File: src/rtl/fifo_pkg.sv
// Shared definitions for the single-clock FIFO family: read-mode encoding and
// the pointer-width helper used to size read/write pointers.
package fifo_pkg;

  typedef enum logic {
    FIFO_MODE_STD  = 1'b0,
    FIFO_MODE_FWFT = 1'b1
  } fifo_mode_e;

  // Pointer width carries one extra wrap bit to tell full from empty.
  function automatic int unsigned fifo_ptr_width(input int unsigned depth);
    return 32'($clog2(depth)) + 32'd1;
  endfunction

endpackage : fifo_pkg

File: src/rtl/fifo_mem.sv
// FIFO storage: synchronous write, asynchronous read, no reset on the array.
module fifo_mem #(
  parameter int unsigned DATA_WIDTH = 16,
  parameter int unsigned DEPTH      = 32,
  parameter int unsigned AW         = 5
) (
  input  logic                  clk,
  input  logic                  we,
  input  logic [AW-1:0]         waddr,
  input  logic [DATA_WIDTH-1:0] wdata,
  input  logic [AW-1:0]         raddr,
  output logic [DATA_WIDTH-1:0] rdata
);

  logic [DATA_WIDTH-1:0] mem [DEPTH];

  always_ff @(posedge clk) begin
    if (we) mem[waddr] <= wdata;
  end

  assign rdata = mem[raddr];

endmodule : fifo_mem

File: src/rtl/sync_fifo.sv
// Single-clock FIFO with optional first-word-fall-through, occupancy count,
// threshold flags, synchronous flush and sticky overflow/underflow flags.
module sync_fifo
  import fifo_pkg::*;
#(
  parameter int unsigned DATA_WIDTH          = 16,
  parameter int unsigned FIFO_DEPTH          = 32,
  parameter int unsigned ADDR_SIZE           = fifo_ptr_width(FIFO_DEPTH),
  parameter int unsigned FWFT                = 0,
  parameter int unsigned ALMOST_FULL_THRESH  = 28,
  parameter int unsigned ALMOST_EMPTY_THRESH = 4
) (
  input  logic                  clk,
  input  logic                  reset,
  input  logic                  write_enable,
  input  logic [DATA_WIDTH-1:0] data_in,
  input  logic                  read_enable,
  input  logic                  flush,
  input  logic                  clear_errors,
  output logic [DATA_WIDTH-1:0] data_out,
  output logic                  data_valid,
  output logic                  fifo_full,
  output logic                  fifo_empty,
  output logic                  almost_full,
  output logic                  almost_empty,
  output logic [ADDR_SIZE-1:0]  fifo_count,
  output logic                  fifo_overflow,
  output logic                  fifo_underflow,
  output logic                  overflow_sticky,
  output logic                  underflow_sticky
);

  localparam int unsigned MEM_AW = ADDR_SIZE - 1;

  logic [ADDR_SIZE-1:0]  wr_ptr;
  logic [ADDR_SIZE-1:0]  rd_ptr;
  logic [DATA_WIDTH-1:0] head;
  logic                  rd_ok_c;
  logic                  wr_ok_c;
  logic                  push_c;
  logic                  pop_c;
  logic                  ovf_now_c;
  logic                  udf_now_c;

  // Occupancy and flags derive from the registered pointers only.
  assign fifo_count   = wr_ptr - rd_ptr;
  assign fifo_empty   = (wr_ptr == rd_ptr);
  assign fifo_full    = (wr_ptr[ADDR_SIZE-1] != rd_ptr[ADDR_SIZE-1]) &&
                        (wr_ptr[MEM_AW-1:0] == rd_ptr[MEM_AW-1:0]);
  assign almost_full  = (fifo_count >= ADDR_SIZE'(ALMOST_FULL_THRESH));
  assign almost_empty = (fifo_count <= ADDR_SIZE'(ALMOST_EMPTY_THRESH));

  // A write into a full FIFO still lands when a read frees the head slot.
  always_comb begin
    rd_ok_c   = read_enable & ~fifo_empty;
    wr_ok_c   = write_enable & (~fifo_full | rd_ok_c);
    push_c    = wr_ok_c & ~flush & ~reset;
    pop_c     = rd_ok_c & ~flush & ~reset;
    ovf_now_c = write_enable & ~wr_ok_c & ~flush;
    udf_now_c = read_enable & ~rd_ok_c & ~flush;
  end

  fifo_mem #(
    .DATA_WIDTH (DATA_WIDTH),
    .DEPTH      (FIFO_DEPTH),
    .AW         (MEM_AW)
  ) u_mem (
    .clk   (clk),
    .we    (push_c),
    .waddr (wr_ptr[MEM_AW-1:0]),
    .wdata (data_in),
    .raddr (rd_ptr[MEM_AW-1:0]),
    .rdata (head)
  );

  // Pointers, error pulses and sticky flags; a pulse visible alongside
  // clear_errors keeps its sticky flag set.
  always_ff @(posedge clk) begin
    if (reset) begin
      wr_ptr           <= '0;
      rd_ptr           <= '0;
      fifo_overflow    <= 1'b0;
      fifo_underflow   <= 1'b0;
      overflow_sticky  <= 1'b0;
      underflow_sticky <= 1'b0;
    end else begin
      if (flush) begin
        wr_ptr <= '0;
        rd_ptr <= '0;
      end else begin
        if (push_c) wr_ptr <= wr_ptr + ADDR_SIZE'(1);
        if (pop_c)  rd_ptr <= rd_ptr + ADDR_SIZE'(1);
      end
      fifo_overflow    <= ovf_now_c;
      fifo_underflow   <= udf_now_c;
      overflow_sticky  <= ovf_now_c | fifo_overflow |
                          (overflow_sticky & ~clear_errors);
      underflow_sticky <= udf_now_c | fifo_underflow |
                          (underflow_sticky & ~clear_errors);
    end
  end

  if (FWFT == 32'(FIFO_MODE_FWFT)) begin : g_fwft
    // Head word is presented directly; zero while nothing is stored.
    assign data_valid = ~fifo_empty;
    assign data_out   = fifo_empty ? '0 : head;
  end else begin : g_std
    logic [DATA_WIDTH-1:0] dout_q;
    logic                  dv_q;

    always_ff @(posedge clk) begin
      if (reset) begin
        dout_q <= '0;
        dv_q   <= 1'b0;
      end else begin
        dv_q <= pop_c;
        if (pop_c) dout_q <= head;
      end
    end

    assign data_out   = dout_q;
    assign data_valid = dv_q;
  end

endmodule : sync_fifo
File: config.mk
export PLATFORM = sky130hd
export DESIGN_NAME = sync_fifo
export DESIGN_NICKNAME = d
export VERILOG_FILES = /design/src/rtl/fifo_pkg.sv /design/src/rtl/fifo_mem.sv /design/src/rtl/sync_fifo.sv
export SDC_FILE = /design/constraint.sdc
export NUM_CORES = 1
export LEC_CHECK = 0
export BUFFER_PORTS_ARGS = -buffer_cell sky130_fd_sc_hd__buf_2
export CAP_MARGIN = 25
export CORE_UTILIZATION = 55
export CTS_CLUSTER_SIZE = 10
export DETAILED_ROUTE_END_ITERATION = 6
export HOLD_SLACK_MARGIN = 0.06
export PLACE_DENSITY = 0.74
export SLEW_MARGIN = 40
export SYNTH_ARGS = -nofsm -noshare
export SYNTH_HDL_FRONTEND = slang
export SYNTH_SLANG_ARGS = --single-unit
File: constraint.sdc
create_clock -name clk -period 3.55 [get_ports clk]
set_clock_uncertainty 0.1 [all_clocks]
set_input_delay 0.5325 -clock clk [delete_from_list [all_inputs] [get_ports clk]]
set_output_delay 0.5325 -clock clk [all_outputs]
set_load 0.05 [all_outputs]
Yosys cells after proc, flatten, opt, wreduce, memory -nomap -nowiden
Memories as Yosys holds them, arrays and structs flattened. A register that Yosys moved wholly into a read port is not among the register bits.
Index checks and enable logic that the tools add are counted.
{"block": "totals", "romBits": 0, "mem_bits_rw": 512, "mem_count": 1, "in_bits": 22, "register_bits": 17, "latch_bits": 0, "elab_cells": 44}
{"name": "u_mem.mem", "depth": 32, "word_bits": 16, "rd": 1, "rd_clocked_by_memory_dff": 1, "write_ports": 1, "line": "fifo_mem.sv:15", "text": "logic [DATA_WIDTH-1:0] mem [DEPTH];"}
{"block": "classes", "n_bitwise": 24, "n_shift": 0, "add_sub_neg": 3, "mul": 0, "n_eq_ne": 3, "n_lt_le_gt_ge": 2, "reduce_logical": 2, "n_div": 0, "mux": 2}
{"operator": "6-bit by 1-bit adder with 6-bit output, second input constant", "n": 2}
{"operator": "1-bit AND", "n": 12}
{"operator": "1-bit NOT", "n": 7}
{"operator": "6-bit == test", "n": 1}
{"operator": "6-bit by 5-bit >= comparator with 1-bit output, second input constant", "n": 1}
{"operator": "6-bit by 3-bit <= comparator with 1-bit output, second input constant", "n": 1}
{"operator": "6-bit subtractor", "n": 1}
{"operator": "5-bit == test", "n": 1}
{"operator": "1-bit bitwise OR", "n": 5}
{"operator": "1-bit two-way mux", "n": 2}
{"operator": "2-bit OR reduction", "n": 1}
{"operator": "1-bit logical AND", "n": 1}
{"operator": "1-bit != test", "n": 1}

Logic depth before layout (Yosys ltp)
Gate-level depths: netlist (run 1).
{"block": "depth", "ltp_word": 10, "depth_mapped": 13, "mapped_depth_nobuf": 8}

Cells and area by module
From an unflattened synthesis (run 1), not the netlist that was laid out.
{"block": "hier_totals", "cells_unflattened": 1307, "area_unflattened_um2": 21752.1}
{"mod": "fifo_mem", "cells_per_inst": 1127, "n_inst": 1, "area_each_um2": 20215.6}
{"mod": "sync_fifo", "cells_per_inst": 180, "n_inst": 1, "area_each_um2": 1536.5}

Worst setup path before layout (run 1)
No wires, ideal clock.
{"block": "synth_path", "path_kind": "flip-flop to output port", "from": "reg rd_ptr[2]", "to": "out almost_empty", "arrival_ps": 4803, "n_path_buf": 3, "setup_slack_ps": -1885, "required_time_ps": 2917, "path_stages_with_launch": 11, "cell_sequence": "dfxtp_1 -> clkbuf_1 -> buf_2 -> buf_2 -> inv_1 -> ha_1 -> o21ai_0 -> a21boi_0 -> or4_1 -> nand3_1 -> a2111oi_0"}
{"block": "synth_via", "elab_chain_cells": 2}
{"item": "from (decl)", "line": "sync_fifo.sv:36", "text": "logic [ADDR_SIZE-1:0] rd_ptr;"}
{"item": "from (signal assigned)", "line": "sync_fifo.sv:92", "text": "if (pop_c) rd_ptr <= rd_ptr + ADDR_SIZE'(1);"}
{"item": "6-bit subtractor", "line": "sync_fifo.sv:46", "text": "assign fifo_count = wr_ptr - rd_ptr;"}
{"item": "net fifo_count[5]", "line": "sync_fifo.sv:26", "text": "output logic [ADDR_SIZE-1:0] fifo_count,"}
{"item": "6-bit by 3-bit <= comparator with 1-bit output", "line": "sync_fifo.sv:51", "text": "assign almost_empty = (fifo_count <= ADDR_SIZE'(ALMOST_EMPTY_THRESH));"}
{"item": "to (decl)", "line": "sync_fifo.sv:25", "text": "output logic almost_empty,"}
The timed path passes the listed nets, and every way through them passes these cells.

Worst setup path after layout (run 1)
{"block": "layout_path", "from": "reg rd_ptr[1]", "to": "out almost_full"}
{"block": "layout_via", "elab_chain_cells": 2}
{"item": "6-bit subtractor", "line": "sync_fifo.sv:46"}
{"item": "6-bit by 5-bit >= comparator with 1-bit output", "line": "sync_fifo.sv:50", "text": "assign almost_full = (fifo_count >= ADDR_SIZE'(ALMOST_FULL_THRESH));"}
{"item": "to (decl)", "line": "sync_fifo.sv:24", "text": "output logic almost_full,"}
Every way passes these cells.

==> qor.csv, run 1 <==
metric,value,unit
outcome,finished clean,
clk root buf,clkbuf_16,
CP max FO,3,
Tmin final,3.35,ns
pwr dens,532,nW/um2
initial antenna violation count,0,
total iterations of the first detailed-routing run,5,
final count of hold timing violations,0,
Nets,1229,
"commonest non-fill, non-tap cells in the layout","edfxtp_1, mux2i_1, mux4_2, clkbuf_16, buf_4",
Max Slew Vio Count,0,
WL final,47100,um
syn_nets,1120,
Yosys reg bits,545,
sequential element share of the synthesized area,0.760,
RR Startpoint,wr_ptr[4],
mapped cell area,21100,um2
# clock sinks,545,
htree depth,2,
final setup vio count,0,
largest net degree at the start of global routing,87,
Starting DRT DRC Count,936,
area growth from synthesis to layout,13.7,%
WS Path Type,register to output pin,
maxcap violations,0,
CP Data Required Time,2.92,ns
Area contributors post-synth,"edfxtp_1, mux4_2, mux2i_1",
"commonest non-fill, non-tap cell in the layout",edfxtp_1,
DIE AREA,39200,um2
launch point of the worst path,rd_ptr[1],
fin util,0.636,
Starting Density,0.559,
# rows,71,
GRT Total Usage,0.247,
first-pass GRT wire length,69000,um
CP endpoint kind,output pin,
vias,10800,
vias per std cell,6.15,
f_max,299,MHz
Slew headroom,0.488,
predominant post-synthesis flop cell,edfxtp_1,
Chip Height,198,um
Pleak,0.00747,uW
Final period util,0.943,
critical path arrival,2.71,ns
Synth cell types,46,
top-area cell type share of the netlist area,0.728,
antenna-violating nets left,0,
fraction of layout cells with a size suffix above 1,0.244,
Syn Inst Count,1087,
Final GP Congestion,0.869,
Skew-Pair Late Insertion Delay,0.60,ns
Max clock buf depth,3,
port buffer count,52,
syn avg cell area,19.4,um2
CORE AREA,37800,um2
I/O pin count,53,
worst hold path type,input pin to register,
register area,16000,um2
Die Wd,198,um
diode count,0,
RSZ-0062 raised after global routing,false,
min-delay src,reset,
total gr overflow,0,
fillers,2538,
drc violations,0,
CTS tree,done,
register clock-pin slew on the reported worst setup and hold paths,0.06,ns
vias in the first global route,11100,
Multi-input gate area,4750,um2
CTS buffer count,60,
Post-synth ARST share,0,
number of flops mapped to enable cells by yosys,512,
CP startpoint kind,register,
Worst VDD drop,0.396,mV
DP HPWL,26900,um
Synth area leader,edfxtp_1,
setup TNS,0,ns
DR WL/cell,26.8,um
yosys warns,0,
worst slew pin tran,0.767,ns
[sequential cells by signal, summed over array words and instances, names as in the netlist]
signal and count:
fifo_underflow 1, wr_ptr 6, u_mem.mem 512, data_out 16
data_valid 1, fifo_overflow 1, rd_ptr 6, overflow_sticky 1
underflow_sticky 1
[per-stage QoR]
| step | worst slack (ns) | instance area, um2 | std cells | power [uW] | hold WS, ns |
|---|---|---|---|---|---|
| floorplan | -0.101 | 21100 | 1087 | 7220 | 0.367 |
| global placement | 0.612 | 22200 | 1644 | 7350 | 0.367 |
| detailed placement | 0.482 | 22200 | 1644 | 7350 | 0.357 |
| CTS | 0.0208 | 24000 | 1756 | 12800 | 0.115 |
| global route | 0.0498 | 24000 | 1756 | 13100 | 0.145 |
| finish | 0.204 | 24000 | 1756 | 12800 | 0.141 |
[metal layers]
metal,share of wire,track usage,vias up
li1,-,-,4672
met1,0.39,0.322,5589
met2,0.51,0.415,441
met5,0,0,-
met3,0.068,0.0402,96
met4,0.037,0.102,0
[cell usage after synthesis (3+ instances only)]
master,n
edfxtp_1,512
mux2i_1,81
mux4_2,80
o21ai_0,50
nor2_1,48
a21oi_1,40
dfxtp_1,33
mux2_2,32
o221ai_1,32
buf_2,27
clkbuf_1,26
a32o_1,16
o22ai_1,16
nand2_1,13
inv_1,11
ha_1,10
xnor2_1,7
buf_6,4
nand3_1,4
nand4_1,4
xor2_1,4
buf_4,3
nand3b_1,3
[cell type report]
cell class | count | share of cell area
sequential | 545 | 0.669
clock buffer | 109 | 0.0720
clock inverter | 2 | 0.000730
timing repair buffer | 109 | 0.0316
inverter | 13 | 0.00203
multi-input combinational | 467 | 0.198
tap | 511 | 0.0266
[path summary, 6_finish.rpt]
kind / to / slack [ns] / depth (start not counted)
setup reg to reg: u_mem.mem[14][11] / 0.44 / 7
setup / recovery: almost_full / 0.20 / 9
hold reg to reg: data_out[3] / 0.37 / 1
hold / removal: overflow_sticky / 0.14 / 2
[worst max-delay path, cell delays in order, from the launching register on]
cell      delay (ns)
dfxtp_4         0.37
inv_2           0.05
ha_1            0.29
nor2b_1         0.13
o21ai_1         0.15
a21boi_1        0.12
or4_1           0.51
nand3_2         0.14
a31o_2          0.11
clkbuf_4        0.22
[logic make-up (layout without fill, tap and decap cells)]
family,after synthesis,after routing,share of synthesized area
AO/OA/AOI/OAI,162,162,0.0501
XOR/XNOR,11,11,0.00456
adder cells (fa/ha/maj),11,11,0.00688
buffers and inverters,75,233,0.0169
flip-flops,545,545,0.760
multiplexers,193,193,0.141
AND/OR/NAND/NOR,90,90,0.0209
[repair_timing]
| action | 4_1_cts | 5_1_grt |
|---|---|---|
| resized for setup | 0 | 7 |
| setup endpoints to repair | 0 | 4 |
| buffers inserted | 0 | 0 |
| hold buffers | 1 | 0 |
| endpoints found under the hold margin | 1 | 0 |
[power by group]
group	switching (uW)	internal [uW]	leakage, uW
combinational	156	29.1	0.00177
sequential	3.99	7030	0.00487
clock	2300	3240	0.000829
total	2460	10300	0.00747
No activity file was read; power rests on OpenSTA's default activity.
==> run 2: changes to the inputs <==
--- a/config.mk
+++ b/config.mk
@@ -7,11 +7,13 @@
 export LEC_CHECK = 0
 export BUFFER_PORTS_ARGS = -buffer_cell sky130_fd_sc_hd__buf_2
 export CAP_MARGIN = 25
-export CORE_UTILIZATION = 55
+export CELL_PAD_IN_SITES_DETAIL_PLACEMENT = 0
+export CELL_PAD_IN_SITES_GLOBAL_PLACEMENT = 1
+export CORE_UTILIZATION = 49
 export CTS_CLUSTER_SIZE = 10
 export DETAILED_ROUTE_END_ITERATION = 6
 export HOLD_SLACK_MARGIN = 0.06
-export PLACE_DENSITY = 0.74
+export PLACE_DENSITY_LB_ADDON = 0.1
 export SLEW_MARGIN = 40
 export SYNTH_ARGS = -nofsm -noshare
 export SYNTH_HDL_FRONTEND = slang
==> run 2 against run 1 <==
Compared with the run above: register-to-register slack worse by 0.05 ns; global-route usage shrank 2.4 points; combinational power increased by 6%; critical path depth down 2; cell count up 1.8%; maximum frequency fell by 1.4%; via count shrank 3.6%; critical path type unchanged; highest routed layer unchanged.
==> qor.csv, run 2 (synthesized netlist as in run 1, its figures left out) <==
metric,value,unit,change
Chip Height,210,um,+5.9%
"Slowest-stage cell, CP",fa_1,,
register clock-pin slew on the reported worst setup and hold paths,0.06,ns,about the same
Starting DRT DRC Count,953,,+1.8%
vias in the first global route,10500,,-5.5%
# clock sinks,545,,unchanged
crit path cell chain,buf_6 > fa_1 > o21ai_0 > a21oi_1 > xnor2_1 > a2111oi_4 > clkbuf_4,,
Skew-Pair Late Insertion Delay,0.60,ns,about the same
Final GP Congestion,0.822,,-5.4%
placed cell areas,22200,um2,unchanged
CTS tree,done,,
post-route cell area,24000,um2,about the same
Worst VDD drop,0.383,mV,-3.1%
Slew headroom,0.456,,-0.0326
CP startpoint kind,register,,
vias,10400,,-3.6%
CP Data Required Time,2.92,ns,about the same
Tmin final,3.40,ns,+0.0488 ns
CTS buffer count,60,,unchanged
worst path bufs/invs,2,,unchanged
DR WL/cell,26.7,um,-0.61%
f_max,295,MHz,-1.4%
Top delay family on crit path,compound AO/OA/AOI/OAI gates,,
Starting Density,0.500,,-0.0592
total gr overflow,0,,unchanged
vias per std cell,5.82,,-5.4%
Multi-input gate area,4750,um2,unchanged
CP endpoint kind,output pin,,
fillers,3237,,+28%
fraction of layout cells with a size suffix above 1,0.243,,-0.00158
largest net degree at the start of global routing,100,,+15%
Die Wd,210,um,+5.9%
Nets,1231,,+0.16%
WL final,47700,um,+1.2%
clk root buf,clkbuf_16,,
initial antenna violation count,1,,+1
fin util,0.568,,-0.0672
crit-path max cell delay,0.49,ns,-0.02 ns
DP HPWL,27900,um,+3.4%
"commonest non-fill, non-tap cells in the layout","edfxtp_1, mux2i_1, mux4_2, clkbuf_16, buf_4",,
# rows,75,,+5.6%
final setup vio count,0,,unchanged
DIE AREA,43900,um2,+12%
drc violations,0,,unchanged
diode count,0,,unchanged
pwr dens,532,nW/um2,about the same
critical path arrival,2.76,ns,+0.05 ns
Reg with most FFs,u_mem.mem,,
total iterations of the first detailed-routing run,5,,unchanged
placed cells,1672,,+1.7%
WS Path Type,register to output pin,,
CORE AREA,42200,um2,+12%
I/O pin count,53,,unchanged
Pleak,0.00746,uW,-0.20%
register area,16000,um2,about the same
Max clock buf depth,3,,unchanged
Max Slew Vio Count,0,,unchanged
maxcap violations,0,,unchanged
final instance count without filler cells,1788,,+1.8%
worst hold path type,input pin to register,,
port buffer count,52,,unchanged
RSZ-0062 raised after global routing,false,,
"commonest non-fill, non-tap cell in the layout",edfxtp_1,,
antenna-violating nets left,0,,unchanged
CP max FO,20,,+17
Final period util,0.956,,+0.0138
first-pass GRT wire length,70000,um,+1.4%
final count of hold timing violations,0,,unchanged
worst slew pin tran,0.816,ns,+0.0489 ns
outcome,finished clean,,
number of flip-flops under the largest register name,512,,unchanged
GRT Total Usage,0.224,,-0.0235
area growth from synthesis to layout,13.7,%,about the same
htree depth,2,,unchanged
## run 2: final cells by class
type / instances / share of cell area
flip-flops and latches: 545 / 0.669
multi-input cells: 467 / 0.198
clock buffers: 110 / 0.0713
repair buffers: 111 / 0.0309
well taps: 539 / 0.0281
inverters: 13 / 0.00203
clock inverters: 3 / 0.000886
## run 2: worst register-to-register path, stage by stage (launching register included)
cell and delay (ns):
dfxtp_1 0.60, ha_1 0.37, and4_1 0.18, and3_1 0.25
a21oi_4 0.31, nand2_1 0.48, nor2_1 0.35, buf_4 0.24
## run 2: repair_timing
action                                  CTS  global route
cloned                                    0             0
hold buffers                              2             0
endpoints found under the setup margin    1             4
setup buffers                             0             1
endpoints found under the hold margin     3             0
resized for setup                         1             5
## run 2: stage by stage
step / power [uW] / worst slack, ns / setup TNS [ns] / hold WS [ns]
final: 12800 / 0.155 / 0 / 0.139
after detailed placement: 7360 / 0.441 / 0 / 0.358
after global routing: 13200 / 0.0220 / 0 / 0.133
after global placement: 7360 / 0.471 / 0 / 0.357
after floorplan: 7220 / -0.101 / -0.101 / 0.367
after CTS: 12900 / 0.00433 / 0 / 0.106
## run 2: per-layer routing
metal / vias up / track usage / wire, um
met5: - / 0 / 0
met4: 0 / 0.0763 / 1210
met3: 70 / 0.0301 / 2410
met2: 259 / 0.343 / 22300
met1: 5397 / 0.333 / 21800
li1: 4678 / - / -
## run 2: worst paths after layout
kind / start / end / depth (start not counted) / slack, ns
setup / recovery: rd_ptr[1] / almost_empty / 7 / 0.15
hold / removal: write_enable / overflow_sticky / 3 / 0.14
setup reg to reg: wr_ptr[2] / u_mem.mem[18][1] / 7 / 0.39
hold reg to reg: data_out[12] / data_out[12] / 1 / 0.36
## run 2: power breakdown
| group | leakage (uW) | internal (uW) | switching [uW] | total (uW) |
|---|---|---|---|---|
| sequential | 0.00487 | 7030 | 3.55 | 7040 |
| clock | 0.000820 | 3210 | 2330 | 5530 |
| combinational | 0.00176 | 29.3 | 167 | 196 |
